`src/rtl/hc_codec_pkg.sv`:
```
// hc_codec_pkg: shared types and helpers for the hc_codec streaming Hamming codec.
//   - hc_mode_e     : transaction mode (HC_ENC = encode, HC_DEC = decode)
//   - hc_s1_ctrl_t  : control fields registered in pipeline stage S1
//   - hc_s2_ctrl_t  : control fields and error flags registered in stage S2
//   - is_pow2()     : true when a 1-based codeword position holds a check bit
//   - HC_PAR_WD     : 1 when HC_CODEC_SECDED_EN is defined (overall parity bit), else 0
package hc_codec_pkg;

    typedef enum logic {
        HC_ENC = 1'b0,
        HC_DEC = 1'b1
    } hc_mode_e;

    typedef struct packed {
        logic     valid;
        hc_mode_e mode;
    } hc_s1_ctrl_t;

    typedef struct packed {
        logic     valid;
        hc_mode_e mode;
        logic     err_corr;
        logic     err_uncorr;
    } hc_s2_ctrl_t;

`ifdef HC_CODEC_SECDED_EN
    localparam int unsigned HC_PAR_WD = 32'd1;
`else
    localparam int unsigned HC_PAR_WD = 32'd0;
`endif

    // Position p (1-based) is a check position when it is a power of two.
    function automatic logic is_pow2(input int unsigned p);
        return (p != 32'd0) && ((p & (p - 32'd1)) == 32'd0);
    endfunction

endpackage

```
`src/rtl/hc_syn_gen.sv`:
```
// hc_syn_gen: combinational Hamming XOR network.
// Returns the XOR of every 1-based position p whose codeword bit is set.
// With the check positions zeroed this yields the check bits to insert;
// applied to a received codeword it yields the syndrome.
// Ports:
//   code [DATA_WD+CHK_WD-1:0]  in   codeword (bit index p-1 holds position p)
//   syn  [CHK_WD-1:0]          out  check bits / syndrome
module hc_syn_gen
    import hc_codec_pkg::*;
#(
    parameter int DATA_WD = 4,
    parameter int CHK_WD  = 3
) (
    input  logic [DATA_WD+CHK_WD-1:0] code,
    output logic [CHK_WD-1:0]         syn
);

    localparam int unsigned N = DATA_WD + CHK_WD;

    // XOR-accumulate the position number of every set bit.
    always_comb begin
        syn = {CHK_WD{1'b0}};
        for (int unsigned p = 1; p <= N; p++) begin
            syn = syn ^ (code[p-1] ? CHK_WD'(p) : {CHK_WD{1'b0}});
        end
    end

endmodule

```
`src/rtl/hc_codec.sv`:
```
// hc_codec: streaming Hamming encoder/decoder with a two-stage valid/ready
// pipeline and saturating error counters.
// Optional feature macro: HC_CODEC_SECDED_EN adds an overall parity bit at
// codeword bit CW-1 so double errors are reported as uncorrectable.
// Ports:
//   clk, reset_n (sync, active-low)
//   i_valid/o_ready       input handshake; o_ready is combinational from i_ready
//   i_mode                0 = encode, 1 = decode
//   i_data [DATA_WD]      data to encode
//   i_code [CW]           codeword to decode
//   o_valid/i_ready       output handshake
//   o_mode, o_data, o_code, o_syndrome, o_err_corr, o_err_uncorr  result fields
//   i_cnt_clr             clears both counters (wins over increment)
//   o_corr_cnt, o_uncorr_cnt [CNT_WD]  saturating error counters
module hc_codec
    import hc_codec_pkg::*;
#(
    parameter  int          DATA_WD = 4,
    parameter  int          CHK_WD  = 3,
    parameter  int          CNT_WD  = 8,
    localparam int unsigned N       = DATA_WD + CHK_WD,
    localparam int unsigned CW      = N + HC_PAR_WD
) (
    input  logic               clk,
    input  logic               reset_n,
    input  logic               i_valid,
    output logic               o_ready,
    input  logic               i_mode,
    input  logic [DATA_WD-1:0] i_data,
    input  logic [CW-1:0]      i_code,
    output logic               o_valid,
    input  logic               i_ready,
    output logic               o_mode,
    output logic [DATA_WD-1:0] o_data,
    output logic [CW-1:0]      o_code,
    output logic [CHK_WD-1:0]  o_syndrome,
    output logic               o_err_corr,
    output logic               o_err_uncorr,
    input  logic               i_cnt_clr,
    output logic [CNT_WD-1:0]  o_corr_cnt,
    output logic [CNT_WD-1:0]  o_uncorr_cnt
);

    // Pipeline control
    logic s1_adv_s;
    logic s2_adv_s;
    logic out_hs_s;

    // Input-side datapath
    logic [N-1:0]      enc_raw_s;
    logic [CHK_WD-1:0] enc_chk_s;
    logic [CHK_WD-1:0] dec_syn_s;

    // Stage S1
    hc_s1_ctrl_t       s1_ctrl_r;
    logic [CW-1:0]     s1_code_r;   // encode: data scattered, checks zero; decode: received word
    logic [CHK_WD-1:0] s1_syn_r;    // encode: check bits; decode: syndrome
`ifdef HC_CODEC_SECDED_EN
    logic              s1_par_err_r;
`endif

    // Stage S2 next-state
    logic [CW-1:0]      enc_code_s;
    logic [N-1:0]       fixed_s;
    logic [DATA_WD-1:0] dec_data_s;
    logic [31:0]        syn_val_s;
    logic               in_range_s;
    logic               do_flip_s;
    logic               corr_s;
    logic               uncorr_s;
    logic [DATA_WD-1:0] s2_data_nxt_s;
    logic [CW-1:0]      s2_code_nxt_s;
    logic [CHK_WD-1:0]  s2_syn_nxt_s;
    logic               s2_corr_nxt_s;
    logic               s2_uncorr_nxt_s;

    // Stage S2
    hc_s2_ctrl_t        s2_ctrl_r;
    logic [DATA_WD-1:0] s2_data_r;
    logic [CW-1:0]      s2_code_r;
    logic [CHK_WD-1:0]  s2_syn_r;

    // Counters
    logic [CNT_WD-1:0]  corr_cnt_r;
    logic [CNT_WD-1:0]  uncorr_cnt_r;

    assign s2_adv_s = !s2_ctrl_r.valid || i_ready;
    assign s1_adv_s = !s1_ctrl_r.valid || s2_adv_s;
    assign o_ready  = s1_adv_s;
    assign out_hs_s = s2_ctrl_r.valid && i_ready;

    // Scatter data bits into the non-power-of-two positions, checks left at zero.
    always_comb begin
        int unsigned di;
        di        = 32'd0;
        enc_raw_s = {N{1'b0}};
        for (int unsigned p = 1; p <= N; p++) begin
            if (is_pow2(p)) begin
                enc_raw_s[p-1] = 1'b0;
            end else begin
                enc_raw_s[p-1] = i_data[di];
                di++;
            end
        end
    end

    hc_syn_gen #(.DATA_WD(DATA_WD), .CHK_WD(CHK_WD)) u_enc_syn (
        .code (enc_raw_s),
        .syn  (enc_chk_s)
    );

    hc_syn_gen #(.DATA_WD(DATA_WD), .CHK_WD(CHK_WD)) u_dec_syn (
        .code (i_code[N-1:0]),
        .syn  (dec_syn_s)
    );

    // Stage S1: capture the transaction with its check bits or syndrome.
    always_ff @(posedge clk) begin
        if (!reset_n) begin
            s1_ctrl_r    <= '0;
            s1_code_r    <= {CW{1'b0}};
            s1_syn_r     <= {CHK_WD{1'b0}};
`ifdef HC_CODEC_SECDED_EN
            s1_par_err_r <= 1'b0;
`endif
        end else if (s1_adv_s) begin
            s1_ctrl_r.valid <= i_valid;
            s1_ctrl_r.mode  <= i_mode ? HC_DEC : HC_ENC;
            if (i_mode) begin
                s1_code_r <= i_code;
                s1_syn_r  <= dec_syn_s;
            end else begin
                s1_code_r <= CW'(enc_raw_s);
                s1_syn_r  <= enc_chk_s;
            end
`ifdef HC_CODEC_SECDED_EN
            // Whole received word XORs to zero when overall parity agrees.
            s1_par_err_r <= ^i_code;
`endif
        end
    end

    // Stage S2 combinational: build the codeword, or classify and correct.
    always_comb begin
        int unsigned di;
        int unsigned k;
        di              = 32'd0;
        k               = 32'd0;
        enc_code_s      = s1_code_r;
        dec_data_s      = {DATA_WD{1'b0}};
        syn_val_s       = 32'(s1_syn_r);
        in_range_s      = (s1_syn_r != {CHK_WD{1'b0}}) && (syn_val_s <= 32'(N));
        do_flip_s       = 1'b0;
        corr_s          = 1'b0;
        uncorr_s        = 1'b0;
        s2_data_nxt_s   = {DATA_WD{1'b0}};
        s2_code_nxt_s   = {CW{1'b0}};
        s2_syn_nxt_s    = {CHK_WD{1'b0}};
        s2_corr_nxt_s   = 1'b0;
        s2_uncorr_nxt_s = 1'b0;

`ifdef HC_CODEC_SECDED_EN
        // s=0 with parity mismatch means only the parity bit itself flipped.
        if (!s1_par_err_r && (s1_syn_r == {CHK_WD{1'b0}})) begin
            corr_s = 1'b0;
        end else if (s1_par_err_r && (s1_syn_r == {CHK_WD{1'b0}})) begin
            corr_s = 1'b1;
        end else if (s1_par_err_r && in_range_s) begin
            corr_s    = 1'b1;
            do_flip_s = 1'b1;
        end else begin
            uncorr_s = 1'b1;
        end
`else
        if (s1_syn_r == {CHK_WD{1'b0}}) begin
            corr_s = 1'b0;
        end else if (in_range_s) begin
            corr_s    = 1'b1;
            do_flip_s = 1'b1;
        end else begin
            uncorr_s = 1'b1;
        end
`endif

        for (int unsigned p = 1; p <= N; p++) begin
            fixed_s[p-1] = s1_code_r[p-1] ^ (do_flip_s && (syn_val_s == p));
        end

        // Check positions take the next check bit; the rest yield data bits.
        for (int unsigned p = 1; p <= N; p++) begin
            if (is_pow2(p)) begin
                enc_code_s[p-1] = s1_syn_r[k];
                k++;
            end else begin
                enc_code_s[p-1] = s1_code_r[p-1];
                dec_data_s[di]  = fixed_s[p-1];
                di++;
            end
        end
`ifdef HC_CODEC_SECDED_EN
        enc_code_s[CW-1] = ^enc_code_s[N-1:0];
`endif

        if (s1_ctrl_r.mode == HC_ENC) begin
            s2_code_nxt_s = enc_code_s;
        end else begin
            s2_data_nxt_s   = dec_data_s;
            s2_syn_nxt_s    = s1_syn_r;
            s2_corr_nxt_s   = corr_s;
            s2_uncorr_nxt_s = uncorr_s;
        end
    end

    // Stage S2: register the result; holds while the consumer stalls.
    always_ff @(posedge clk) begin
        if (!reset_n) begin
            s2_ctrl_r <= '0;
            s2_data_r <= {DATA_WD{1'b0}};
            s2_code_r <= {CW{1'b0}};
            s2_syn_r  <= {CHK_WD{1'b0}};
        end else if (s2_adv_s) begin
            s2_ctrl_r.valid <= s1_ctrl_r.valid;
            if (s1_ctrl_r.valid) begin
                s2_ctrl_r.mode       <= s1_ctrl_r.mode;
                s2_ctrl_r.err_corr   <= s2_corr_nxt_s;
                s2_ctrl_r.err_uncorr <= s2_uncorr_nxt_s;
                s2_data_r            <= s2_data_nxt_s;
                s2_code_r            <= s2_code_nxt_s;
                s2_syn_r             <= s2_syn_nxt_s;
            end
        end
    end

    // Saturating error counters; clear has priority over increment.
    always_ff @(posedge clk) begin
        if (!reset_n) begin
            corr_cnt_r   <= {CNT_WD{1'b0}};
            uncorr_cnt_r <= {CNT_WD{1'b0}};
        end else if (i_cnt_clr) begin
            corr_cnt_r   <= {CNT_WD{1'b0}};
            uncorr_cnt_r <= {CNT_WD{1'b0}};
        end else begin
            if (out_hs_s && s2_ctrl_r.err_corr && (corr_cnt_r != {CNT_WD{1'b1}})) begin
                corr_cnt_r <= corr_cnt_r + CNT_WD'(1);
            end
            if (out_hs_s && s2_ctrl_r.err_uncorr && (uncorr_cnt_r != {CNT_WD{1'b1}})) begin
                uncorr_cnt_r <= uncorr_cnt_r + CNT_WD'(1);
            end
        end
    end

    assign o_valid      = s2_ctrl_r.valid;
    assign o_mode       = s2_ctrl_r.mode;
    assign o_err_corr   = s2_ctrl_r.err_corr;
    assign o_err_uncorr = s2_ctrl_r.err_uncorr;
    assign o_data       = s2_data_r;
    assign o_code       = s2_code_r;
    assign o_syndrome   = s2_syn_r;
    assign o_corr_cnt   = corr_cnt_r;
    assign o_uncorr_cnt = uncorr_cnt_r;

endmodule
```
`config.mk`:
```
export PLATFORM = sky130hd
export DESIGN_NAME = hc_codec
export DESIGN_NICKNAME = d
export VERILOG_FILES = /design/src/rtl/hc_codec_pkg.sv /design/src/rtl/hc_syn_gen.sv /design/src/rtl/hc_codec.sv
export SDC_FILE = /design/constraint.sdc
export NUM_CORES = 1
export LEC_CHECK = 0
export ABC_CLOCK_PERIOD_IN_PS = 2500
export BUFFER_PORTS_ARGS = -buffer_cell sky130_fd_sc_hd__buf_2
export CORE_MARGIN = 2
export CORE_UTILIZATION = 25
export CTS_CLUSTER_SIZE = 25
export DETAILED_ROUTE_END_ITERATION = 6
export PLACE_DENSITY_LB_ADDON = 0.3
export RECOVER_POWER = 100
export SETUP_SLACK_MARGIN = 0.3
export SYNTH_ARGS = -nofsm -noshare
export SYNTH_HDL_FRONTEND = slang
export SYNTH_SLANG_ARGS = --single-unit
```
`constraint.sdc`:
```
create_clock -name clk -period 2.5 [get_ports clk]
set_input_delay 0.375 -clock clk [delete_from_list [all_inputs] [get_ports clk]]
set_output_delay 0.375 -clock clk [all_outputs]
set_load 0.005 [all_outputs]
```
==> results of run 1 <==
==> layout by cell type (no fill, tap or decap), types with 2 or more instances in the layout <==
master     synthesis  routed
dfxtp_1           42      42
buf_2              2      27
clkbuf_1           3      24
nand2_1           17      18
nor2_1            17      17
a21oi_1           17      17
xnor2_1           12      12
nand3b_1          10      10
xor2_1             9       9
nand3_1            7       8
mux2i_1            7       7
and2_1            10       6
a211oi_1           5       5
clkbuf_8           0       5
a2bb2oi_1          4       4
and2_0             0       4
o211ai_1           3       4
o21ai_0            3       4
and3_4             2       2
or3_1              2       2
clkinv_2           0       2
==> logic make-up (layout without fill, tap and decap cells) <==
| logic type | Yosys count | count (layout) |
|---|---|---|
| AOI/OAI and AO/OA | 37 | 37 |
| xor gates and xnor gates | 21 | 21 |
| adders and majority gates | 1 | 1 |
| buffers and inverters | 9 | 59 |
| DFF | 42 | 42 |
| muxes | 7 | 7 |
| other | 1 | 1 |
| and+or+nand+nor | 74 | 74 |
==> final cells by class <==
cell class                 instances  area share (%)
clock inverter                     2          0.4577
multi-input combinational        141           41.82
sequential                        42           38.44
timing repair buffer              51           10.30
clock buffer                       5           3.146
inverter                           1          0.1716
tap                               99           5.664
==> power by group through the flow <==
stage | sequential (µW) | combinational (µW) | clock [µW]
finish | 715 | 126 | 407
global route | 720 | 140 | 460
CTS | 716 | 132 | 431
detailed placement | 732 | 131 | 0
global placement | 730 | 130 | 0
floorplan | 722 | 92.9 | 0
==> state kept, by name, summed over array words and instances (netlist names) <==
signal / cells
o_data: 4
o_uncorr_cnt: 8
o_corr_cnt: 8
o_code: 7
s1_ctrl_r: 2
o_mode: 1
s1_code_r: 4
s1_syn_r: 3
o_syndrome: 3
o_valid: 1
o_err_corr: 1
==> critical path: stages, from the launching register on <==
cell and delay [ps]:
dfxtp_1 390, ha_1 230, nand3_1 170, o21ai_0 510, mux2i_1 240, nor2_1 50
==> through the flow <==
stage | instance area [µm²] | setup slack (ps) | instances | hold slack (ps) | util (%)
floorplan | 1829 | 1129 | 192 | 448.3 | -
global placement | 2167 | 975.0 | 334 | 436.5 | 30.20
detailed placement | 2167 | 956.1 | 334 | 438.5 | 30.20
CTS | 2246 | 862.8 | 341 | 300.2 | 31.30
global route | 2187 | 697.6 | 341 | 302.1 | 30.48
finish | 2187 | 804.6 | 341 | 318.5 | 30.48
==> per-layer routing <==
metal	wire, µm	vias up	GRT usage, %
met3	232	5	3.047
met5	0	-	0
met4	70	0	4.478
met1	2002	634	13.99
met2	1626	39	14.10
li1	-	760	-
==> final timing paths <==
kind	start	endpoint	slack [ps]	depth (start not counted)
setup / recovery	o_corr_cnt[0]	o_corr_cnt[1]	800	5
hold / removal	i_valid	s1_ctrl_r[1]	320	3
setup reg to reg	o_corr_cnt[0]	o_corr_cnt[1]	800	5
hold reg to reg	o_code[2]	o_code[2]	450	2
==> metrics.cfg, run 1 <==
[outcome]
outcome=complete, no violations

[sta]
final.setup_skew_ps=5.865
fin_crit_sh_pct=67.82
min_period_ps=1695
setup_viol=0
worst-slew-pin-transition_ps=729.9
max_clock_freq_mhz=589.8
rsz0062_at_grt=false
worst_slew_margin_rel_pct=51.29
drv_slew=0
tns_ps=0
count_of_endpoints_failing_hold_in_the_final_timing_report=0

[logic_synthesis]
share_of_cell_area_taken_by_muxes_after_synthesis_pct=3.830
synthMostInstantiatedCell=dfxtp_1
yosys.area_share.xor_xnor_pct=10.05
synth_top_family_by_area=simple AND/OR/NAND/NOR gates
synthDominantAreaCellType=dfxtp_1
synth_simple_gate_area_share_pct=23.05
syn-num-nets=210
postSynth.asyncResetShare_pct=0
synthesis.area_per_instance_um2=9.527
yosys-top-cells-count=dfxtp_1 (42), a21oi_1 (17), nand2_1 (17), nor2_1 (17), xnor2_1 (12)
postSynthCellCount=192
mappedNetlistArea_mm2=0.001829
post-synth-top-area-fraction_pct=45.96
synth_top_cells_by_area=dfxtp_1 (46%), xnor2_1 (5.7%), a21oi_1 (4.7%)
synth-main-ff-cell=dfxtp_1
synth_fa_ha_area_share_pct=0.6840
synth-seq-area-share_pct=45.96
ys_types=36
ys.warnings.count=0
synthesized_flop_and_latch_total=42
synth_edf_count=0
synth-compound-area-share_pct=13.61

[pwr]
power.leakage_uw=0.0008435
sw_frac_of_total_pct=24.95
vdd_drop_max_uv=176.0
power_frac_seq_pct=57.3
cell_internal_pwr_uw=937.6
power-per-cell-area_mw_per_mm2=571.2
p_clk_share_pct=32.6
proportion_of_power_drawn_by_combinational_gates_pct=10.1
power_spent_charging_and_discharging_nets_uw=311.7
report.power.total_uw=1249

[clock_network]
clkSlewWorstSetupHoldPaths_ps=80
worst_skew_pair.late_latency_ps=290
cts.htree.levels=2
clockRootBuffer=clkbuf_8
cts_buffers=5
post-cts-setup-buffer-count=0
ctsLongestPathBuffers=2
ctsHoldBuffers=0
tritoncts=yes
ctsResizeCount=0
cts_num_sinks=42

[floorplan]
placeableCoreArea_mm2=0.007176
die_y_um=89.54
cell_rows=31
dieArea_mm2=0.008017
top_level_ports=52
floorplan.initialDensity_pct=25.49
die_width_um=89.54

[job]
drv.max_cap_violation_count=0

[detailed_routing]
post-route-drc-count=0
routedWlPerCell_um=11.53
firstDrtPassIters=4
finalWirelength_um=3932
postRouteAntennaNets=0
detail_route.vias_per_cell=4.217
detailroute.via_count=1438
drt_iter0_markers=78

[cells_and_area]
seq_area_um2=840.8
multi_input_comb_area_um2=914.6
layout-area-overhead-vs-synth_pct=19.56
antenna_cells_inserted=0
n_fill_cell=781
net_count_reported_at_finish=260
layout-drive-gt1-share_pct=16.12

[worst_setup_path]
timing.critical_path.from_type=flip-flop
timing_worst_setup_path_type=flip-flop to flip-flop
arrival_ps=1880
cp_data_required_time_ps=2680
critical_path.max_fanout=4
critPathCaptureType=flip-flop

[global_route]
antenna_violations_before_repair=0
grt.total_usage_pct=10.03
grt_pass1_vias=1264
grt_start_max_net_pins=26
grt.overflow.total=0
grt_pass1_wl_um=6168

[min_path]
timing.hold.worst.class=primary input to flip-flop

[place]
buffer_ports.inserted=50
detailed_placement_wirelength_estimate_um=2913
gp_congestion=0.7518

(Power assumes the default switching activity.)
==> run 2: changes to the inputs <==
--- a/config.mk
+++ b/config.mk
@@ -5,7 +5,7 @@
 export SDC_FILE = /design/constraint.sdc
 export NUM_CORES = 1
 export LEC_CHECK = 0
-export ABC_CLOCK_PERIOD_IN_PS = 2500
+export ABC_CLOCK_PERIOD_IN_PS = 1400
 export BUFFER_PORTS_ARGS = -buffer_cell sky130_fd_sc_hd__buf_2
 export CORE_MARGIN = 2
 export CORE_UTILIZATION = 25
==> constraint.sdc (replaced) <==
create_clock -name clk -period 1.4 [get_ports clk]
set_input_delay 0.21 -clock clk [delete_from_list [all_inputs] [get_ports clk]]
set_output_delay 0.21 -clock clk [all_outputs]
set_load 0.005 [all_outputs]
==> run 2 against run 1 <==
Via count grew 11%; register-to-register slack lost 680 ps; fmax grew 32%; non-clock buffer count grew 13; clock-buffer cell count grew 3; flip-flop and latch count is the same; critical path depth shrank 1; wire length grew 16%; largest cell class unchanged; die area is the same; sequential power grew 80%; worst setup slack lost 680 ps.
==> metrics.cfg, run 2 (synthesis gave the netlist of run 1 again) <==
[min_path]
worst_hold_path.num_cells=3
min_from=i_valid
hold-path-endpoint=s1_ctrl_r[1]
timing.hold.worst.class=primary input to flip-flop

[sta]
setup_viol=0
fin_crit_sh_pct=91.43
final.setup_skew_ps=7.009
count_of_endpoints_failing_hold_in_the_final_timing_report=0
rsz0062_at_grt=true
fin_worst_hold_slack_ps=177.4
max_clock_freq_mhz=781.2
drv_slew=0
min_period_ps=1280
tns_ps=0

[worst_setup_path]
cp_delay_by_family_top=simple AND/OR/NAND/NOR gates
cp_data_required_time_ps=1580
timing_worst_setup_path_type=flip-flop to flip-flop
critical_path.reg2reg.endpoint=o_code[2]
rrSetupSlack_ps=120
timing.critical_path.from_type=flip-flop
critical_path.slowest_cell=dfxtp_2
critical_path.max_stage_delay_ps=340
worstRegToRegCells=4
worstPathBufferInverterCount=0
worst_r2r_start=o_valid
critical_path.max_fanout=6
arrival_ps=1460
cp_cell_sequence=or2b_1, and2_2, nand3b_1, a21oi_2
critPathCaptureType=flip-flop

[clock_network]
ctsLongestPathBuffers=2
worst_skew_pair.late_latency_ps=290
clockRootBuffer=clkbuf_8
clkSlewWorstSetupHoldPaths_ps=80
tritoncts=yes
cts_num_sinks=42
cts_buffers=5
cts.htree.levels=2

[global_route]
grt.overflow.total=0
antenna_violations_before_repair=0
grt_util_met3_pct=2.493
grt.total_usage_pct=11.15
grt_use_met1_pct=16.40
grt_pass1_vias=1386
grt_pass1_wl_um=6941
top_usage_layer=met1
groute.layer.met2.usage_pct=15.71
grt_start_max_net_pins=25

[pwr]
power.leakage_uw=0.0009811
power-per-cell-area_mw_per_mm2=940.5
vdd_drop_max_uv=293.0

[cells_and_area]
layout_common_cells=dfxtp_1 (31), buf_2 (30), clkbuf_1 (23)
layout-drive-gt1-share_pct=40.70
antenna_cells_inserted=0
net_count_reported_at_finish=275
layout-area-overhead-vs-synth_pct=43.09
n_fill_cell=767
final_common_cell=dfxtp_1
postLayoutCoreUtil_pct=36.48

[floorplan]
placeableCoreArea_mm2=0.007176
die_y_um=89.54
dieArea_mm2=0.008017
top_level_ports=52
floorplan.initialDensity_pct=25.49
cell_rows=31
die_width_um=89.54

[place]
buffer_ports.inserted=50
detailed_placement_wirelength_estimate_um=2987
gp_congestion=0.8501

[detailed_routing]
postRouteAntennaNets=0
routedWlPerCell_um=12.78
finalWirelength_um=4563
detail_route.vias_per_cell=4.454
firstDrtPassIters=5
drt_iter0_markers=83
detailroute.via_count=1590
post-route-drc-count=0

[job]
drv.max_cap_violation_count=0

[outcome]
outcome=complete, no violations

[run 2: how the worst max path moves through the flow]
stage,cells after the start,start,end
2_1_floorplan,5,o_corr_cnt[0],o_corr_cnt[5]
3_3_place_gp,4,o_err_corr,o_corr_cnt[7]
3_5_place_dp,4,o_err_corr,o_corr_cnt[5]
4_1_cts,4,o_corr_cnt[4],o_corr_cnt[1]
5_1_grt,4,o_valid,o_code[5]
6_report,4,o_valid,o_code[2]
[run 2: power breakdown]
part | total, µW | internal [µW] | leakage, µW | switching (µW)
Combinational | 289 | 144 | 0.000582 | 145
Clock | 882 | 463 | 0.0000506 | 420
Sequential | 1290 | 1230 | 0.000348 | 66.0
Total | 2460 | 1830 | 0.000981 | 631
[run 2: stage by stage]
step | worst slack [ps] | area [µm²] | instances | power (µW)
CTS | 145.0 | 2510 | 352 | 2474
global route | 53.81 | 2618 | 357 | 2571
finish | 119.9 | 2618 | 357 | 2462
detailed placement | 119.0 | 2257 | 338 | 1550
global placement | 150.0 | 2257 | 338 | 1548
floorplan | 215.9 | 1896 | 192 | 1461
[run 2: layer usage]
metal | routed length (µm) | vias to the layer above | share of wire, %
met5 | 0 | - | 0
met4 | 81 | 0 | 1.8
met3 | 215 | 8 | 4.7
met2 | 1967 | 44 | 43
met1 | 2297 | 739 | 50
li1 | - | 799 | -
[run 2: final cells by class]
cell class | instances | area [µm²] | area share, %
inverter | 1 | 3.754 | 0.1434
sequential | 42 | 872.1 | 33.32
tap | 99 | 123.9 | 4.732
timing repair buffer | 64 | 357.8 | 13.67
clock buffer | 8 | 101.3 | 3.872
multi-input combinational | 143 | 1159 | 44.26
[run 2: tightest hold or removal path, cell delays in order]
cell and delay (ps):
buf_2 90, a21oi_2 30, nor2_1 90
[run 2: repair_timing]
| item | CTS | global route |
|---|---|---|
| buffers inserted | 4 | 4 |
| gates resized for setup | 30 | 49 |
| gates cloned | 2 | 1 |
| hold buffers | 0 | 0 |
| pin swaps | 18 | 21 |
| endpoints found under the setup margin | 37 | 37 |
